--- config.mk ---
export PLATFORM = sky130hd
export DESIGN_NAME = hamming16_encoder_pipe_flat
export DESIGN_NICKNAME = d
export VERILOG_FILES = /design/src/rtl/hamming16_encoder_pipe_if.sv /design/src/rtl/hamming16_encoder_pipe.sv /design/src/flat_wrapper.sv
export SDC_FILE = /design/constraint.sdc
export NUM_CORES = 1
export LEC_CHECK = 0
export CAP_MARGIN = 40
export CELL_PAD_IN_SITES_DETAIL_PLACEMENT = 0
export CELL_PAD_IN_SITES_GLOBAL_PLACEMENT = 1
export CORE_UTILIZATION = 38
export CTS_CLUSTER_DIAMETER = 120
export DETAILED_ROUTE_END_ITERATION = 8
export GPL_TIMING_DRIVEN = 1
export PLACE_DENSITY_LB_ADDON = 0.1
export RECOVER_POWER = 100
export SKIP_CTS_REPAIR_TIMING = 1
export SYNTH_ARGS = -nofsm -noshare
export SYNTH_HDL_FRONTEND = slang
export SYNTH_SLANG_ARGS = --single-unit
--- constraint.sdc ---
create_clock -name clk -period 3.2 [get_ports clk]
set_input_delay 0.32 -clock clk [delete_from_list [all_inputs] [get_ports clk]]
set_output_delay 0.32 -clock clk [all_outputs]
set_load 0.02 [all_outputs]
--- src/rtl/hamming16_encoder_pipe_if.sv ---
// Handshake and data bundle for the Hamming(21,16) encoder pipe.
// Under HAM_SECDED_EN the codeword bus widens to 22 bits to carry the overall parity bit.
interface hamming16_encoder_pipe_if #(
  parameter int CNT_W = 16
);
`ifdef HAM_SECDED_EN
  localparam int CW_W = 22;
`else
  localparam int CW_W = 21;
`endif

  logic             in_valid;
  logic             in_ready;
  logic [15:0]      in_data;
  logic             inject_en;
  logic [4:0]       inject_pos;
  logic             out_valid;
  logic             out_ready;
  logic [15:0]      d_out;
  logic [4:0]       p_out;
  logic [CW_W-1:0]  cw_out;
  logic [CNT_W-1:0] enc_count;

  modport master (
    output in_valid, in_data, inject_en, inject_pos, out_ready,
    input  in_ready, out_valid, d_out, p_out, cw_out, enc_count
  );

  modport slave (
    input  in_valid, in_data, inject_en, inject_pos, out_ready,
    output in_ready, out_valid, d_out, p_out, cw_out, enc_count
  );
endinterface

--- src/rtl/hamming16_encoder_pipe.sv ---
// Two-stage Hamming(21,16) encoder with valid/ready flow, per-word bit-flip injection and transfer counter.
// Define HAM_SECDED_EN to append an overall-parity bit (cw_out becomes 22 bits, injectable at index 21).
module hamming16_encoder_pipe #(
  parameter int CNT_W = 16
) (
  input logic                    clk,
  input logic                    rst,
  hamming16_encoder_pipe_if.slave bus
);
`ifdef HAM_SECDED_EN
  localparam int CW_W = 22;
`else
  localparam int CW_W = 21;
`endif
  localparam logic [4:0] CW_W5 = 5'(CW_W);

  // Coverage masks over codeword bits: bit i (position i+1) is in group k when position bit k is set.
  localparam logic [20:0] MASK0 = 21'h15_5555;
  localparam logic [20:0] MASK1 = 21'h06_6666;
  localparam logic [20:0] MASK2 = 21'h18_7878;
  localparam logic [20:0] MASK3 = 21'h00_7F80;
  localparam logic [20:0] MASK4 = 21'h1F_8000;

  function automatic logic [20:0] place(input logic [15:0] d, input logic [4:0] p);
    place = {d[15:11], p[4], d[10:4], p[3], d[3:1], p[2], d[0], p[1], p[0]};
  endfunction

  function automatic logic [4:0] parity(input logic [15:0] d);
    logic [20:0] raw;
    raw = place(d, 5'b0);
    parity = {^(raw & MASK4), ^(raw & MASK3), ^(raw & MASK2), ^(raw & MASK1), ^(raw & MASK0)};
  endfunction

  logic             s1_valid_q, s1_valid_d;
  logic [15:0]      s1_data_q, s1_data_d;
  logic [4:0]       s1_par_q, s1_par_d;
  logic             s1_inj_q, s1_inj_d;
  logic [4:0]       s1_pos_q, s1_pos_d;
  logic             out_valid_q, out_valid_d;
  logic [15:0]      d_out_q, d_out_d;
  logic [4:0]       p_out_q, p_out_d;
  logic [CW_W-1:0]  cw_q, cw_d;
  logic [CNT_W-1:0] cnt_q, cnt_d;

  logic             s2_free, s1_free, in_ready, accept, advance, xfer;
  logic [20:0]      cw_base;
  logic [CW_W-1:0]  cw_full, flip_mask, cw_inj;

  always_comb begin
    s2_free = !out_valid_q || bus.out_ready;
    s1_free = !s1_valid_q || s2_free;
    in_ready = s1_free && !rst;
    accept = bus.in_valid && in_ready;
    advance = s1_valid_q && s2_free;
    xfer = out_valid_q && bus.out_ready;

    s1_valid_d = s1_valid_q;
    s1_data_d = s1_data_q;
    s1_par_d = s1_par_q;
    s1_inj_d = s1_inj_q;
    s1_pos_d = s1_pos_q;
    if (accept) begin
      s1_valid_d = 1'b1;
      s1_data_d = bus.in_data;
      s1_par_d = parity(bus.in_data);
      s1_inj_d = bus.inject_en;
      s1_pos_d = bus.inject_pos;
    end else if (advance) begin
      s1_valid_d = 1'b0;
    end

    cw_base = place(s1_data_q, s1_par_q);
`ifdef HAM_SECDED_EN
    cw_full = {^cw_base, cw_base};
`else
    cw_full = cw_base;
`endif
    flip_mask = '0;
    if (s1_inj_q && (s1_pos_q < CW_W5)) flip_mask[s1_pos_q] = 1'b1;
    cw_inj = cw_full ^ flip_mask;

    out_valid_d = out_valid_q;
    d_out_d = d_out_q;
    p_out_d = p_out_q;
    cw_d = cw_q;
    if (advance) begin
      out_valid_d = 1'b1;
      cw_d = cw_inj;
      // Split view comes from the injected word so a flip lands where the decoder will see it.
      d_out_d = {cw_inj[20:16], cw_inj[14:8], cw_inj[6:4], cw_inj[2]};
      p_out_d = {cw_inj[15], cw_inj[7], cw_inj[3], cw_inj[1], cw_inj[0]};
    end else if (bus.out_ready) begin
      out_valid_d = 1'b0;
    end

    cnt_d = cnt_q + CNT_W'(xfer);
  end

  always_ff @(posedge clk) begin
    if (rst) begin
      s1_valid_q  <= 1'b0;
      s1_data_q   <= '0;
      s1_par_q    <= '0;
      s1_inj_q    <= 1'b0;
      s1_pos_q    <= '0;
      out_valid_q <= 1'b0;
      d_out_q     <= '0;
      p_out_q     <= '0;
      cw_q        <= '0;
      cnt_q       <= '0;
    end else begin
      s1_valid_q  <= s1_valid_d;
      s1_data_q   <= s1_data_d;
      s1_par_q    <= s1_par_d;
      s1_inj_q    <= s1_inj_d;
      s1_pos_q    <= s1_pos_d;
      out_valid_q <= out_valid_d;
      d_out_q     <= d_out_d;
      p_out_q     <= p_out_d;
      cw_q        <= cw_d;
      cnt_q       <= cnt_d;
    end
  end

  assign bus.in_ready  = in_ready;
  assign bus.out_valid = out_valid_q;
  assign bus.d_out     = d_out_q;
  assign bus.p_out     = p_out_q;
  assign bus.cw_out    = cw_q;
  assign bus.enc_count = cnt_q;
endmodule
--- src/flat_wrapper.sv ---
// flat-port wrapper written by rule: the top's interface ports become plain ports
module hamming16_encoder_pipe_flat 
#(
  parameter int CNT_W = 16
)
  (clk, rst, bus_in_valid, bus_in_data, bus_inject_en, bus_inject_pos, bus_out_ready, bus_in_ready, bus_out_valid, bus_d_out, bus_p_out, bus_cw_out, bus_enc_count);
  hamming16_encoder_pipe_if #(.CNT_W(CNT_W)) bus_i ();
  input logic clk;
  input logic rst;
  input wire logic [$bits(bus_i.in_valid)-1:0] bus_in_valid;
  input wire logic [$bits(bus_i.in_data)-1:0] bus_in_data;
  input wire logic [$bits(bus_i.inject_en)-1:0] bus_inject_en;
  input wire logic [$bits(bus_i.inject_pos)-1:0] bus_inject_pos;
  input wire logic [$bits(bus_i.out_ready)-1:0] bus_out_ready;
  output wire logic [$bits(bus_i.in_ready)-1:0] bus_in_ready;
  output wire logic [$bits(bus_i.out_valid)-1:0] bus_out_valid;
  output wire logic [$bits(bus_i.d_out)-1:0] bus_d_out;
  output wire logic [$bits(bus_i.p_out)-1:0] bus_p_out;
  output wire logic [$bits(bus_i.cw_out)-1:0] bus_cw_out;
  output wire logic [$bits(bus_i.enc_count)-1:0] bus_enc_count;
  assign bus_i.in_valid = bus_in_valid;
  assign bus_i.in_data = bus_in_data;
  assign bus_i.inject_en = bus_inject_en;
  assign bus_i.inject_pos = bus_inject_pos;
  assign bus_i.out_ready = bus_out_ready;
  assign bus_in_ready = bus_i.in_ready;
  assign bus_out_valid = bus_i.out_valid;
  assign bus_d_out = bus_i.d_out;
  assign bus_p_out = bus_i.p_out;
  assign bus_cw_out = bus_i.cw_out;
  assign bus_enc_count = bus_i.enc_count;
  hamming16_encoder_pipe #(.CNT_W(CNT_W)) u_core (.clk(clk), .rst(rst), .bus(bus_i));
endmodule
==> metrics.md, run 1 <==
| Metric | Value |
|---|---|
| Number of violations reported at the end of detailed-routing iteration 0 | 58 |
| Xor and xnor area share after synthesis | 0.162 |
| Final count of negative-setup-slack endpoints | 0 |
| Net Count, Synth | 398 |
| First-pass GRT wire length | 11,500 um |
| Netlist area before placement | 3220 um2 |
| PwrDens | 447 nW/um2 |
| Max_slew headroom | 0.201 |
| Launch point of the critical path | bus_out_ready |
| Post-Route WL | 6920 um |
| Most common cell in the netlist | dfxtp_1 |
| Kind of start point of the critical path | input port |
| Largest clock skew in the final design | 0.00716 ns |
| Number of detailed-route iterations in the first pass | 4 |
| Basic-gate share of the synthesized area counting and, or, nand and nor cells | 0.265 |
| Setup crit end kind | output port |
| Leakage power figure | 1.67 nW |
| Maximum Capacitance Violations | 0 |
| Number of buffers created by CTS | 9 |
| Slew Limit Fails | 0 |
| Maximum vdd drop | 0.181 mV |
| Via total after detailed routing | 2,555 |
| Arrival time at the worst endpoint | 2.07 ns |
| Register clock-pin slew on the reported worst setup and hold paths | 0.07 ns |
| Maximum clock rate | 419 MHz |
| CP Data Required Time | 2.88 ns |
| Number of storage elements in the synthesis netlist | 66 |
| Dominant register cell in the synthesized netlist | dfxtp_1 |
| Combinational family with the most area after synthesis | simple AND/OR/NAND/NOR gates |
| Initial core utilization | 0.392 |
| Final total negative setup slack | 0 ns |
| Routability-driven placement congestion ratio | 0.762 |
| Overall Global Routing Usage | 0.170 |
| Final worst-path cycle share | 0.746 |
| Top-level I/O count | 86 |
| Top post-synthesis cells by area | dfxtp_1 41%, xnor2_1 7.1%, xor2_1 7.1%, nand2_1 6.4%, a211oi_1 5.1% |
| Placement Cell Area | 4010 um2 |
| Outcome | finished clean |
| Max Root-Sink Buffers | 2 |
| Path type of the worst setup path | in -> out |
| Multi-input gate area in the final layout | 1670 um2 |
| RSZ-0062 raised after global routing | false |
| Die Y | 94.1 um |
| Number of nets in the layout | 458 |
| Clock latency reported for the late side of the worst-skew pair | 0.33 ns |
| Buffers added on ports | 85 |
| Proportion of synthesized area in mux cells | 0 |
| Area growth syn-to-layout | 29.2% |
| Total grt overflow | 0 |
| Critical hold path startpoint | rst |
| Area of the die | 8860 um2 |
| Count of antenna-violating nets left after detailed routing | 0 |
| Final Cell Area | 4170 um2 |
| Sequential cell area | 1320 um2 |
| Synthesized-area fraction occupied by ao, oa, aoi and oai cells | 0.0799 |
| Fill cell instance count of the final layout | 834 |
| Synthesis Warnings | 0 |
| CTS tree | built |
| Crit-path max FO | 6 |
| Core Footprint | 8220 um2 |
| Number of instances in the synthesized netlist | 370 |
| EDFF count, synth | 0 |
| Antenna violations before repair | 0 |
| Clk Tree Root Cell | clkbuf_8 |
| Count of H-tree levels built during CTS | 3 |
| Detail Placement HPWL | 5140 um |
| Worst-margin pin slew | 1.20 ns |
| Mean post-synth cell area | 8.71 um2 |
| Count of unique library cells instantiated by Yosys | 32 |
| Share of synthesized area occupied by flip-flops and latches | 0.410 |
| Most frequent cells after synthesis | 66 x dfxtp_1, 55 x nand2_1, 38 x nor2_1, 26 x xnor2_1, 26 x xor2_1 |
| Fin crit period | 2.39 ns |
| Largest net degree at the start of global routing | 43 |
| Diode count | 0 |
| Cell type contributing the most total cell area after synthesis | dfxtp_1 |
| Count of unresolved DRC violations after routing | 0 |
| Final Hold Fails | 0 |
| Die X-Extent | 94.1 um |
| Yosys top cell area share | 0.410 |
| Detail-routed via count per cell | 4.73 |
| Hold crit path type | in -> reg |
| Via count of the first global-routing pass | 2,203 |
| Routed length per instance | 12.8 um |
| Fraction of registers with async set/reset | 0 |
| Clock sink count | 66 |
| Adder-cell share of the synthesized area | 0.00776 |
| Worst flop-to-flop path startpoint | u_core.bus.out_valid |
| Std-Cell Rows | 33 |
| Share of cells above drive strength 1 | 0.0552 |
## final cells by class
cell class,instances,share of cell area
Multi-Input combinational cell,260,0.400
Tap cell,105,0.0315
Sequential cell,66,0.317
Clock inverter,3,0.00360
Clock buffer,13,0.0357
Timing Repair Buffer,89,0.208
Inverter,4,0.00360
## layer usage
| metal | vias to the layer above | global-route usage | part of all wire |
|---|---|---|---|
| li1 | 1341 | - | - |
| met3 | 8 | 0.0437 | 0.048 |
| met5 | - | 0 | 0 |
| met1 | 1141 | 0.257 | 0.53 |
| met4 | 0 | 0.0538 | 0.012 |
| met2 | 65 | 0.229 | 0.41 |
## critical path, cell delays in order
cell	delay, ns
dlygate4sd3_1	0.55
nor2b_1	0.40
a21oi_1	0.13
dlygate4sd3_1	0.67
## path summary, 6_finish.rpt
check	to	slack, ns	cells past startpoint
min reg2reg	u_core.s1_data_q[5]	0.49	2
max reg2reg	u_core.s1_par_q[2]	1.09	5
max	bus_in_ready	0.81	4
min	u_core.bus.out_valid	0.41	2
## state kept, by name (all words and copies together), names as in the netlist
signal and count:
u_core.s1_data_q 16, u_core.s1_valid_q 1, u_core.bus.out_valid 1, u_core.s1_inj_q 1
u_core.bus.cw_out 21, u_core.bus.enc_count 16, u_core.s1_par_q 5, u_core.s1_pos_q 5
## stage by stage
stage | utilization | hold WS (ns) | power, W | instances | worst slack (ns)
floorplan | - | 0.419 | 0.00117 | 370 | 1.26
global placement | 0.488 | 0.476 | 0.00130 | 524 | 0.833
detailed placement | 0.488 | 0.480 | 0.00130 | 524 | 0.818
CTS | 0.508 | 0.411 | 0.00190 | 540 | 1.03
global route | 0.507 | 0.440 | 0.00197 | 540 | 0.692
finish | 0.507 | 0.410 | 0.00186 | 540 | 0.813
## cells by family (layout without fill, tap and decap cells)
kind of cell,after synthesis,count (layout)
buf+inv,44,109
fa+ha+maj,2,2
flops,66,66
compound gates,39,39
xor+xnor,55,55
simple gates,164,164
## report_power, final
| part | total, W | switching [W] | internal [W] | leakage (nW) |
|---|---|---|---|---|
| Combinational | 0.000343 | 0.000176 | 0.000167 | 1.05 |
| Clock | 0.000597 | 0.000297 | 0.000299 | 0.0872 |
| Sequential | 0.000922 | 0.0000468 | 0.000875 | 0.542 |
| Total | 0.00186 | 0.000520 | 0.00134 | 1.67 |
## cell usage in the layout, fill, tap and decap left out, types with 4 or more instances in the layout
| master | instances |
|---|---|
| clkbuf_1 | 5 |
| o21ai_0 | 11 |
| inv_1 | 4 |
| dlygate4sd3_1 | 61 |
| nand2b_1 | 6 |
| a211oi_1 | 21 |
| nand2_1 | 55 |
| nor2b_1 | 8 |
| a21oi_1 | 4 |
| clkdlybuf4s50_1 | 23 |
| xor2_1 | 26 |
| xnor2_1 | 26 |
| nand4_1 | 4 |
| nor2_1 | 38 |
| clkbuf_8 | 10 |
| nand3b_1 | 21 |
| nor3_1 | 4 |
| dfxtp_1 | 66 |
| nand3_1 | 10 |
Note: power is estimated with default switching activity, not from simulation.
==> run 2: changes to the inputs <==
CORE_UTILIZATION = 36   (was 38)
clock period = 2.4 ns   (was 3.2 ns; I/O delays follow)
==> metrics.md, run 2 (synthesis results as in run 1) <==
| Metric | Value |
|---|---|
| DP Worst Slack | 0.177 ns |
| Leakage power figure | 1.69 nW |
| Number of detailed-route iterations in the first pass | 4 |
| Area growth syn-to-layout | 30.2% |
| Max_slew headroom | 0.508 |
| Register clock-pin slew on the reported worst setup and hold paths | 0.07 ns |
| CP Data Required Time | 2.61 ns |
| Maximum clock rate | 492 MHz |
| Worst-margin pin slew | 0.738 ns |
| Top-level I/O count | 86 |
| Final worst-path cycle share | 0.846 |
| Buffers added on ports | 85 |
| Sequential cell area | 1320 um2 |
| Die Y | 96.6 um |
| Path type of the worst setup path | in -> reg |
| Delay of the slowest cell on the worst path | 0.54 ns |
| Routed length per instance | 13.1 um |
| Maximum Capacitance Violations | 0 |
| Arrival time at the worst endpoint | 2.24 ns |
| Clock sink count | 66 |
| Initial core utilization | 0.372 |
| Final Hold Fails | 0 |
| Most frequent cells in the layout | 66 x dfxtp_1, 61 x dlygate4sd3_1, 55 x nand2_1 |
| Std-Cell Rows | 34 |
| Final total negative setup slack | 0 ns |
| Via count of the first global-routing pass | 2,365 |
| Detail-routed via count per cell | 4.73 |
| Crit-path max FO | 4 |
| RSZ-0062 raised after global routing | false |
| Slew Limit Fails | 0 |
| Fin crit period | 2.03 ns |
| Met2 usage in global routing | 0.243 |
| Clock latency reported for the late side of the worst-skew pair | 0.33 ns |
| Overall Global Routing Usage | 0.156 |
| Area of the die | 9340 um2 |
| Dominant cell type by count on the critical path | ha_1 |
| Fill cell instance count of the final layout | 893 |
| Number of violations reported at the end of detailed-routing iteration 0 | 36 |
| Outcome | finished clean |
| Number of buffers created by CTS | 9 |
| Clk Tree Root Cell | clkbuf_8 |
| Count of H-tree levels built during CTS | 3 |
| Core Footprint | 8680 um2 |
| Cell Chain, Critical Path | dlygate4sd3_1, and2_0, ha_1, ha_1, and4_1, clkbuf_1, nor4b_1, xnor2_1, nor2_1 |
| Setup crit end kind | register |
| Total grt overflow | 0 |
| Diode count | 0 |
| Max reg flops | 21 |
| Met1 usage | 0.207 |
| PwrDens | 615 nW/um2 |
| Routability-driven placement congestion ratio | 0.742 |
| Most common library cell in the layout ignoring fill and taps | dfxtp_1 |
| Via total after detailed routing | 2,577 |
| Largest net degree at the start of global routing | 50 |
| Crit path buffers/inverters | 2 |
| Number of nets in the layout | 461 |
| Count of unresolved DRC violations after routing | 0 |
| Detail Placement HPWL | 5300 um |
| Worst-case setup margin in the final layout | 0.369 ns |
| CTS tree | built |
| Count of antenna-violating nets left after detailed routing | 0 |
| Max Root-Sink Buffers | 2 |
| First-pass GRT wire length | 11,600 um |
| Most used routing layer | met2 |
| Total power | 0.00258 W |
| Antenna violations before repair | 0 |
| Final count of negative-setup-slack endpoints | 0 |
| Maximum vdd drop | 0.260 mV |
| Share of cells above drive strength 1 | 0.0572 |
| Post-Route WL | 7120 um |
| Multi-input gate area in the final layout | 1660 um2 |
| GR Layer Usage met3 | 0.0311 |
| Hold crit path type | in -> reg |
| Delay-heaviest family, CP | buffers and inverters |
| CP max stage cell | dlygate4sd3_1 |
| Largest clock skew in the final design | 0.00679 ns |
| Kind of start point of the critical path | input port |
| Die X-Extent | 96.6 um |
==> run 2: cell types whose count changed in the layout (fill, tap and decap cells not counted) <==
cell / before / now
clkbuf_2: 0 / 3
bufinv_16: 0 / 1
buf_4: 2 / 1
a211oi_2: 1 / 0
a211oi_1: 21 / 22
clkinv_2: 3 / 2
==> run 2: area by class of cell <==
type	count	share of cell area
repair buffers	92	0.210
clock buffers	12	0.0346
inverters	4	0.00358
clock inverters	3	0.00954
flip-flops and latches	66	0.315
well taps	108	0.0322
multi-input cells	260	0.396
==> run 2: report_power, final <==
part           internal (W)  switching [W]  total (W)
sequential          0.00117      0.0000618    0.00123
combinational      0.000223       0.000233   0.000456
clock              0.000500       0.000394   0.000894
==> run 2: path summary, 6_finish.rpt <==
kind | start | end | slack [ns] | cells past startpoint
min reg2reg | u_core.s1_data_q[13] | u_core.s1_data_q[13] | 0.49 | 2
max reg2reg | u_core.bus.out_valid | u_core.bus.enc_count[14] | 0.48 | 8
max | bus_out_ready | u_core.bus.enc_count[14] | 0.37 | 9
min | rst | u_core.bus.out_valid | 0.30 | 2
==> run 2: through the flow <==
step	hold slack, ns	cell area, um2	instances	util
6_report	0.301	4200	545	0.484
4_1_cts	0.293	4220	545	0.486
5_1_grt	0.323	4200	545	0.484
2_1_floorplan	0.339	3220	370	-
3_3_place_gp	0.476	4040	530	0.465
3_5_place_dp	0.481	4040	530	0.465
==> run 2: layer usage <==
| layer | up-vias | part of all wire | wire (um) |
|---|---|---|---|
| li1 | 1353 | - | - |
| met1 | 1156 | 0.50 | 3530 |
| met2 | 61 | 0.45 | 3230 |
| met3 | 7 | 0.037 | 266 |
| met4 | 0 | 0.013 | 95 |
| met5 | - | 0 | 0 |
==> run 3: changes to the inputs <==
clock period = 1.9 ns   (was 2.4 ns; I/O delays follow)
==> metrics.md, run 3 (synthesis results as in run 1) <==
| Metric | Value |
|---|---|
| Leakage power figure | 1.75 nW |
| Maximum vdd drop | 0.302 mV |
| Seq pwr share | 0.470 |
| Fraction of power spent switching nets | 0.264 |
| Total grt overflow | 0 |
| Hold crit path type | in -> reg |
| Most common library cell in the layout ignoring fill and taps | dfxtp_1 |
| Delay of the slowest cell on the worst path | 0.48 ns |
| Fin crit period | 1.78 ns |
| Diode count | 0 |
| Clock latency reported for the late side of the worst-skew pair | 0.34 ns |
| Largest net degree at the start of global routing | 43 |
| Antenna violations before repair | 0 |
| Count of H-tree levels built during CTS | 3 |
| Number of buffers created by CTS | 9 |
| Final Hold Fails | 0 |
| Register clock-pin slew on the reported worst setup and hold paths | 0.07 ns |
| Routed length per instance | 13.0 um |
| Clock power share | 0.351 |
| Worst-margin pin slew | 0.449 ns |
| Internal Pwr Total | 0.00243 W |
| CTS tree | built |
| Die Y | 96.6 um |
| Final worst-path cycle share | 0.935 |
| Crit-path max FO | 2 |
| Std-Cell Rows | 34 |
| Area growth syn-to-layout | 33.7% |
| Clock sink count | 66 |
| Delay-heaviest family, CP | simple AND/OR/NAND/NOR gates |
| Slew Limit Fails | 0 |
| CP max stage cell | clkdlybuf4s50_1 |
| PwrDens | 765 nW/um2 |
| Die X-Extent | 96.6 um |
| Comb pwr share | 0.179 |
| Cell Chain, Critical Path | clkdlybuf4s50_1, and2_1, ha_1, ha_1, and4_1, or3b_2, xor2_1, nor2_1 |
| CP Data Required Time | 2.12 ns |
| Count of antenna-violating nets left after detailed routing | 0 |
| Share of the core filled with cells in the final layout | 0.497 |
| RSZ-0062 raised after global routing | false |
| Outcome | finished clean |
| Detail Placement HPWL | 5450 um |
| Share of cells above drive strength 1 | 0.0874 |
| Crit path buffers/inverters | 1 |
| Max Root-Sink Buffers | 2 |
| Number of violations reported at the end of detailed-routing iteration 0 | 35 |
| Max reg flops | 21 |
| Dominant cell type by count on the critical path | ha_1 |
| Cell depth of the worst flop-to-flop path | 7 |
| Setup crit end kind | register |
| First-pass GRT wire length | 12,000 um |
| Overall Global Routing Usage | 0.160 |
| Via count of the first global-routing pass | 2,462 |
| Maximum clock rate | 563 MHz |
| Via total after detailed routing | 2,644 |
| Buffers added on ports | 85 |
| Most frequent cells in the layout | 65 x dfxtp_1, 60 x dlygate4sd3_1, 55 x nand2_1 |
| Kind of start point of the critical path | input port |
| Number of detailed-route iterations in the first pass | 4 |
| Worst-case setup margin in the final layout | 0.124 ns |
| Power spent charging and discharging nets | 0.000872 W |
| Path type of the worst setup path | in -> reg |
| Post-Route WL | 7200 um |
| Number of nets in the layout | 471 |
| Max_slew headroom | 0.700 |
| Arrival time at the worst endpoint | 2.00 ns |
| Largest clock skew in the final design | 0.0111 ns |
| Initial core utilization | 0.372 |
| Area of the die | 9340 um2 |
| Routability-driven placement congestion ratio | 0.792 |
| Clk Tree Root Cell | clkbuf_8 |
| Count of unresolved DRC violations after routing | 0 |
| Maximum Capacitance Violations | 0 |
| Core Footprint | 8680 um2 |
| Worst hold path cell count | 2 |
| DP Worst Slack | -0.241 ns |
| Final total negative setup slack | 0 ns |
| Top-level I/O count | 86 |
| Detail-routed via count per cell | 4.77 |
| Final count of negative-setup-slack endpoints | 0 |
| Total number of cells along the worst setup path | 8 |
==> run 3: cell types whose count changed in the layout (fill, tap and decap cells not counted), moves of 2 or more <==
cell      before  now
buf_4          1    9
clkbuf_1       5    3
clkbuf_2       3    1
clkbuf_4       0    3
nor4b_2        0    2
nor4b_1        3    1
==> run 3: metal layers <==
layer	routed length, um	up-vias	global-route usage
li1	-	1365	-
met1	3440	1208	0.206
met2	3310	61	0.256
met3	314	10	0.0325
met4	125	0	0.0758
met5	0	-	0
==> run 3: worst reg2reg max path: cells and delay by family (launching register included) <==
family                   cells  cell delay (ns)
AND/OR/NAND/NOR              4             0.86
adder cells (fa/ha/maj)      2             0.32
flip-flops                   1             0.33
XOR/XNOR                     1             0.14
==> run 3: metrics by stage <==
step	std cells	hold WS, ns	total power, W	cell area [um2]
floorplan	370	0.289	0.00197	3230
global placement	540	0.478	0.00221	4140
detailed placement	540	0.479	0.00221	4140
CTS	554	0.164	0.00338	4330
global route	554	0.187	0.00345	4310
finish	554	0.172	0.00330	4310
==> run 3: power groups by stage <==
stage / Sequential (W) / Clock [W] / Combinational (W)
2_1_floorplan: 0.00160 / 0 / 0.000369
3_5_place_dp: 0.00159 / 0 / 0.000626
6_report: 0.00155 / 0.00116 / 0.000590
5_1_grt: 0.00156 / 0.00124 / 0.000645
3_3_place_gp: 0.00158 / 0 / 0.000624
4_1_cts: 0.00155 / 0.00120 / 0.000629
==> run 3: cell type report <==
class,count,area [um2]
Timing Repair Buffer,102,972
Clock buffer,11,151
Multi-Input combinational cell,260,1670
Sequential cell,66,1320
Clock inverter,3,40.0
Tap cell,108,135
Inverter,4,15.0
Fill cell,905,4370
==> run 3: final timing paths <==
kind                               to                 start  slack (ns)
max          u_core.bus.enc_count[10]         bus_out_ready        0.12
min              u_core.bus.out_valid                   rst        0.17
max reg2reg  u_core.bus.enc_count[10]  u_core.bus.out_valid        0.14
min reg2reg       u_core.s1_data_q[4]   u_core.s1_data_q[4]        0.49
